[src/rtl/drop_sequencer.sv]
// Drop sequencer: qualifies the release condition, times the release pulse and tracks the package magazine.
// Optional DROP_COUNT_DISP_EN: WAIT_CLEAR shows "P-" plus the remaining package count.
module drop_sequencer #(
  parameter int unsigned T_W   = 16,
  parameter int unsigned N_PKG = 4,
  parameter int unsigned QUAL  = 2,
  parameter int unsigned HOLD  = 8
) (
  input  logic           clk,
  input  logic           rst_n,
  input  logic           drop_en,
  input  logic [T_W-1:0] t_act,
  input  logic [T_W-1:0] t_lim,
  input  logic           reload,
  output logic [6:0]     seven_seg1,
  output logic [6:0]     seven_seg2,
  output logic [6:0]     seven_seg3,
  output logic [6:0]     seven_seg4,
  output logic           drop_activated,
  output logic [3:0]     pkg_left
);

  localparam int unsigned QW = (QUAL > 1) ? $clog2(QUAL) : 1;
  localparam int unsigned HW = (HOLD > 1) ? $clog2(HOLD) : 1;

  typedef enum logic [2:0] {
    S_COLD,
    S_HOT,
    S_QUAL,
    S_DROP,
    S_WAIT_CLEAR,
    S_EMPTY
  } state_t;

  state_t        state, state_n;
  logic [QW-1:0] qual_cnt, qual_n;
  logic [HW-1:0] hold_cnt, hold_n;
  logic [3:0]    pkg_r, pkg_n;
  logic          qualify;

`ifdef DROP_COUNT_DISP_EN
  function automatic logic [6:0] digit(input logic [3:0] v);
    case (v)
      4'd0:    digit = 7'b0111111;
      4'd1:    digit = 7'b0000110;
      4'd2:    digit = 7'b1011011;
      4'd3:    digit = 7'b1001111;
      4'd4:    digit = 7'b1100110;
      4'd5:    digit = 7'b1101101;
      4'd6:    digit = 7'b1111101;
      4'd7:    digit = 7'b0000111;
      4'd8:    digit = 7'b1111111;
      4'd9:    digit = 7'b1101111;
      default: digit = 7'b0000000;
    endcase
  endfunction
`endif

  assign qualify = drop_en && (t_act <= t_lim);

  always_ff @(posedge clk) begin
    if (!rst_n) begin
      state    <= S_COLD;
      qual_cnt <= '0;
      hold_cnt <= '0;
      pkg_r    <= 4'(N_PKG);
    end else begin
      state    <= state_n;
      qual_cnt <= qual_n;
      hold_cnt <= hold_n;
      pkg_r    <= pkg_n;
    end
  end

  always_comb begin
    state_n        = state;
    qual_n         = qual_cnt;
    hold_n         = hold_cnt;
    pkg_n          = pkg_r;
    drop_activated = 1'b0;
    seven_seg1     = 7'b0111001;
    seven_seg2     = 7'b1011100;
    seven_seg3     = 7'b0111000;
    seven_seg4     = 7'b1011110;

    // DROP ignores every input, reload included; elsewhere reload beats qualification.
    if (state == S_DROP) begin
      if (hold_cnt == HW'(HOLD - 1)) begin
        hold_n  = '0;
        state_n = (pkg_r == 4'd0) ? S_EMPTY : S_WAIT_CLEAR;
      end else begin
        hold_n = hold_cnt + 1'b1;
      end
    end else if (reload) begin
      pkg_n   = 4'(N_PKG);
      qual_n  = '0;
      state_n = S_COLD;
    end else begin
      case (state)
        S_COLD, S_HOT, S_QUAL: begin
          // qual_cnt is zero in COLD/HOT, so QUAL==1 drops on the first sample.
          if (qualify && pkg_r != 4'd0) begin
            if (qual_cnt == QW'(QUAL - 1)) begin
              qual_n  = '0;
              hold_n  = '0;
              pkg_n   = pkg_r - 4'd1;
              state_n = S_DROP;
            end else begin
              qual_n  = qual_cnt + 1'b1;
              state_n = S_QUAL;
            end
          end else begin
            qual_n  = '0;
            state_n = drop_en ? S_HOT : S_COLD;
          end
        end
        S_WAIT_CLEAR: if (!drop_en) state_n = S_COLD;
        S_EMPTY:      state_n = S_EMPTY;
        default:      state_n = S_COLD;
      endcase
    end

    case (state)
      S_HOT, S_QUAL: begin
        seven_seg1 = 7'b0000000;
        seven_seg2 = 7'b1110110;
        seven_seg3 = 7'b1011100;
        seven_seg4 = 7'b1111000;
      end
      S_DROP: begin
        drop_activated = 1'b1;
        seven_seg1     = 7'b1011110;
        seven_seg2     = 7'b1010000;
        seven_seg3     = 7'b1011100;
        seven_seg4     = 7'b1110011;
      end
      S_WAIT_CLEAR: begin
`ifdef DROP_COUNT_DISP_EN
        seven_seg1 = 7'b1110011;
        seven_seg2 = 7'b1000000;
        seven_seg3 = 7'b0000000;
        seven_seg4 = digit(pkg_r);
`else
        seven_seg1 = 7'b1011110;
        seven_seg2 = 7'b1010000;
        seven_seg3 = 7'b1011100;
        seven_seg4 = 7'b1110011;
`endif
      end
      S_EMPTY: begin
        seven_seg1 = 7'b1011110;
        seven_seg2 = 7'b1011100;
        seven_seg3 = 7'b1010100;
        seven_seg4 = 7'b1111001;
      end
      default: ;
    endcase
  end

  assign pkg_left = pkg_r;

endmodule
[config.mk]
export PLATFORM = sky130hd
export DESIGN_NAME = drop_sequencer
export DESIGN_NICKNAME = d
export VERILOG_FILES = /design/src/rtl/drop_sequencer.sv
export SDC_FILE = /design/constraint.sdc
export NUM_CORES = 1
export LEC_CHECK = 0
export BUFFER_PORTS_ARGS = -buffer_cell sky130_fd_sc_hd__buf_2
export CORE_ASPECT_RATIO = 0.6
export CORE_MARGIN = 3
export CORE_UTILIZATION = 44
export DETAILED_ROUTE_END_ITERATION = 16
export HOLD_SLACK_MARGIN = 0.06
export PLACE_DENSITY = 0.8
export SETUP_SLACK_MARGIN = 0.02
export SLEW_MARGIN = 20
export SYNTH_ARGS = -nofsm -noshare
export SYNTH_HDL_FRONTEND = slang
export SYNTH_SLANG_ARGS = --single-unit
[constraint.sdc]
create_clock -name clk -period 2.6 [get_ports clk]
set_input_delay 0 -clock clk [delete_from_list [all_inputs] [get_ports clk]]
set_output_delay 0 -clock clk [all_outputs]
set_load 0.01 [all_outputs]
After elaboration in Yosys (flattened, before gate mapping)
Cells that the tools add are included.
Widths: inputs -> output; s select.
{"block": "totals", "reg_bits": 11, "inputBits": 36, "out_inout_bits": 33, "elab_cells": 66}
{"block": "classes", "addsub": 3, "magnitude_cmp": 1, "n_eq_ne": 9, "muxes": 28, "bitwise_logic": 1, "n_reduce_logical": 20}
{"cell": "$mux 3", "count": 11}
{"cell": "$pmux 7 s2", "count": 2}
{"cell": "$pmux 6 s3", "count": 1}
{"cell": "$le 16x16->1", "count": 1}
{"cell": "$mux 4", "count": 4}
{"cell": "$pmux 6 s2", "count": 1}
{"cell": "$reduce_bool 2->1", "count": 6}
{"cell": "$eq 3x3->1 const B", "count": 3}
{"cell": "$pmux 3 s3", "count": 1}
{"cell": "$mux 1", "count": 8}
{"cell": "$reduce_and 4->1", "count": 2}
{"cell": "$eq 3x2->1 const B", "count": 2}
{"cell": "$reduce_or 3->1", "count": 2}
{"cell": "$logic_not 4->1", "count": 1}
{"cell": "$ne 2x1->1 const B", "count": 2}
{"cell": "$ne 4x4->1 const B", "count": 1}
{"cell": "$reduce_and 2->1", "count": 2}
{"cell": "$reduce_bool 4->1", "count": 1}
{"cell": "$reduce_or 2->1", "count": 2}
{"cell": "$reduce_or 4->1", "count": 1}
{"cell": "$sub 4x1->4 const B", "count": 1}
{"cell": "$add 3x1->3 const B", "count": 1}
{"cell": "$eq 3x1->1 const B", "count": 1}
{"cell": "$logic_not 3->1", "count": 1}
{"cell": "other kinds (3)", "count": 4}

Logic depth before layout (Yosys ltp)
{"block": "logic_depth", "word_depth": 7, "depth_mapped": 9, "ltp_nobuf": 8}

Worst setup path before layout
Ideal clock, no wire load.
{"block": "synth_path", "path_kind": "register to register", "from": "register pkg_r[0] (netlist: pkg_left[0])", "to": "register pkg_r[1] (netlist: pkg_left[1])", "setup_ns": 0.059, "t_arrival_ns": 2.105, "t_required_ns": 2.541, "path_slack_ns": 0.436, "path_stages_with_launch": 10, "path_buffers": 1, "period_less_slack_ns": 2.164, "cell_sequence": "dfxtp_1 -> inv_1 -> ha_1 -> or3b_2 -> nand3b_1 -> a221o_1 -> o31a_1 -> buf_6 -> or4b_1 -> nand2_1"}
{"block": "synth_between", "elab_chain_cells": 5, "elab_cells_between_ends": 9, "cone_classes": "1 x add/sub; 4 x mux; 4 x reduce/logical"}
{"item": "from (decl)", "line": "38", "source": "logic [3:0] pkg_r, pkg_n;"}
{"item": "from (signal assigned)", "line": "66", "source": "pkg_r <= 4'(N_PKG);"}
{"item": "from (signal assigned)", "line": "71", "source": "pkg_r <= pkg_n;"}
{"item": "$sub 4x1->4", "line": "106", "source": "pkg_n = pkg_r - 4'd1;"}
{"item": "$mux 4", "line": "103", "source": "if (qual_cnt == QW'(QUAL - 1)) begin"}
{"item": "$mux 4", "line": "102", "source": "if (qualify && pkg_r != 4'd0) begin"}
{"item": "$mux 4", "line": "99", "source": "case (state)"}
{"item": "$mux 4", "line": "94", "source": "end else if (reload) begin"}
Parallel ways exist; a longest one is shown, timed or not. The select of a mux whose other input is x is not followed.
A chain may end at the register's enable or synchronous reset.

Worst setup path after layout
{"block": "layout_path", "from": "register pkg_r[0] (netlist: pkg_left[0])", "to": "register pkg_r[2] (netlist: pkg_left[2])"}
Same word-level chain as after synthesis.

==> flow_summary.ini <==
[run_status]
status = complete, no violations

[worst_setup_path]
path_cells = inv_1, ha_1, or3b_2, nand3b_1, a221o_1, o31a_1, o31a_1, or3_1
criticalPathCategory = flop to flop
critPathTopFamily = compound AO/OA/AOI/OAI gates
path_buf_inv = 1
crit_slowest_cell = o31a_1
startpoint_type = flop
required_ns = 2.72
cp.arrival_ns = 2.41
cp-end-kind = flop
max_stage_delay_ns = 0.37
cpMostUsedCell = o31a_1
crit_fanout = 12

[sta]
fin_setup_tns_ns = 0
rsz0062_at_grt = no
period_minus_slack_ns = 2.29
setup_slack_ns = 0.305
hold_viol_final = 0
whs_ns = 0.119
report.final.slew_viol_count = 0
setup_viol = 0
fmax_mhz = 436
finalClockSkew_ns = 0.00721
period_share_pct = 88.3

[route]
drtAntennaViolNets = 0
wire_per_inst_um = 11.0
wirelength_mm = 2.79
via_count = 1241
viasPerCell = 4.91
drc = 0
drtIter0Drc = 39
dr.pass1.iters = 4

[synth]
synth_top_area_share_pct = 19.4
synth-main-ff-cell = dfxtp_1
yosysWarnings = 0
synthArstFlopShare_pct = 0
synth-seq-cells = 11
seq_area_frac_synth_pct = 18.0
yosysUniqueCellTypes = 41
avgSynthCellArea_um2 = 7.34
synth.most_common_cell = inv_1
synth_area_mm2 = 0.00123
synthCells = 167
synth_area_leaders = ha_1 (19%), dfxtp_1 (18%), buf_4 (8.6%)
synth_commonest_cells = inv_1 (25), ha_1 (19), nand2_1 (15)
synth_area_leader_cell = ha_1
synth-edff-count = 0

[placement]
placed_cells = 248
port_buffers = 60
hpwl_mm = 2.31
dp_slack_ns = 0.323
place.gp.congestion = 0.859
place_area_mm2 = 0.00147

[die]
initial_core_util_pct = 47.6
die_area_mm2 = 0.00348
core_mm2 = 0.00257
fp.dieH_um = 46.9
io_pins = 69
rows = 14
die_w_um = 74.2

[global_route]
grt_pass1_wl_mm = 4.20
grt_usage_pct = 15.7
grt_pass1_vias = 968
gr-total-overflow = 0
antenna_found_initial = 0
grt_max_degree = 13

[cts]
cts_root_buf = clkbuf_8
htreeDepth = 1
clkTransAtPathRegs_ns = 0.05
clk_latency_ns = 0.24
cts_tree = yes
cts_buffers = 3
cts_setup_buffers = 0
clock-sinks = 11
clockBufferDepth = 2
cts_resized = 0
cts_hold_buf = 1

[power]
vdd_drop_max_mv = 0.339
pwr_density_cell_mw_per_mm2 = 353
p_total_mw = 0.538
leakage_nw = 0.857

[hold_path]
worstHoldPathType = input port to flop

[final_layout]
drive_above_1_share_pct = 32.1
fin_util_pct = 59.2
layout.nets = 277
area_growth_pct = 24.3
final_cells = 253
finalInstanceArea_mm2 = 0.00152
antenna_cells = 0

[flow_run]
max-cap-violations = 0
## registers in the layout (all words and copies together) (netlist names)
signal	count
pkg_left	4
state	3
qual_cnt	1
hold_cnt	3
## where the power goes
part	total, mW	switching (mW)	internal (mW)
Sequential	0.185	0.00762	0.178
Clock	0.171	0.0655	0.105
Combinational	0.182	0.100	0.0821
Total	0.538	0.173	0.365
## path summary, 6_finish.rpt
| path | start | endpoint | slack, ns | cells after the start |
|---|---|---|---|---|
| worst max-delay path | pkg_left[0]$_SDFFE_PN0P_ | pkg_left[2]$_SDFFE_PN1P_ | 0.31 | 8 |
| worst min-delay path | rst_n | state[2]$_SDFFE_PN0P_ | 0.12 | 3 |
| worst max register to register | pkg_left[0]$_SDFFE_PN0P_ | pkg_left[2]$_SDFFE_PN1P_ | 0.31 | 8 |
| worst min register to register | hold_cnt[1]$_SDFFE_PN0P_ | hold_cnt[1]$_SDFFE_PN0P_ | 0.49 | 2 |
## metal layers
layer | vias to the layer above | share of wire [%] | GRT usage, %
li1 | 660 | - | -
met5 | - | 0 | 0
met2 | 53 | 39 | 22.2
met1 | 524 | 50 | 23.2
met4 | 0 | 1.0 | 2.17
met3 | 4 | 10 | 5.56
## kinds of logic after synthesis
family | after synthesis | synth area share (%)
adders and majority gates | 19 | 19.4
AOI/OAI and AO/OA | 30 | 15.6
and+or+nand+nor | 60 | 27.0
DFF | 11 | 18.0
buffers and inverters | 44 | 18.7
xor gates and xnor gates | 1 | 0.714
other | 2 | 0.612
## worst reg2reg max path, cell delays in order (launching register included)
cell and delay, ns:
dfxtp_1 0.34, inv_1 0.08, ha_1 0.21, or3b_2 0.22, nand3b_1 0.07, a221o_1 0.27, o31a_1 0.37, o31a_1 0.32
or3_1 0.30
## final cells by class
type / instances / area (um^2)
repair buffers: 62 / 318
well taps: 32 / 40.0
flip-flops and latches: 11 / 220
inverters: 26 / 100
clock buffers: 3 / 41.3
multi-input cells: 118 / 800
fillers: 250 / 1050
clock inverters: 1 / 5.00
## layout by cell type (no fill, tap or decap), types with 2 or more instances in the layout
cell | Yosys | final
a21oi_1 | 10 | 10
and2_1 | 3 | 3
buf_2 | 1 | 60
clkbuf_8 | 0 | 3
conb_1 | 2 | 8
dfxtp_1 | 11 | 11
ha_1 | 19 | 19
inv_1 | 25 | 25
nand2_1 | 15 | 15
nand2b_1 | 2 | 2
nand3_1 | 10 | 10
nand4_1 | 3 | 3
nor2_1 | 8 | 8
nor2b_1 | 3 | 3
nor4_1 | 3 | 3
o211ai_1 | 4 | 4
o21ai_0 | 5 | 5
o22ai_1 | 2 | 2
o31a_1 | 2 | 2
or3_1 | 2 | 2
or4_1 | 2 | 2
(Power assumes the default switching activity.)
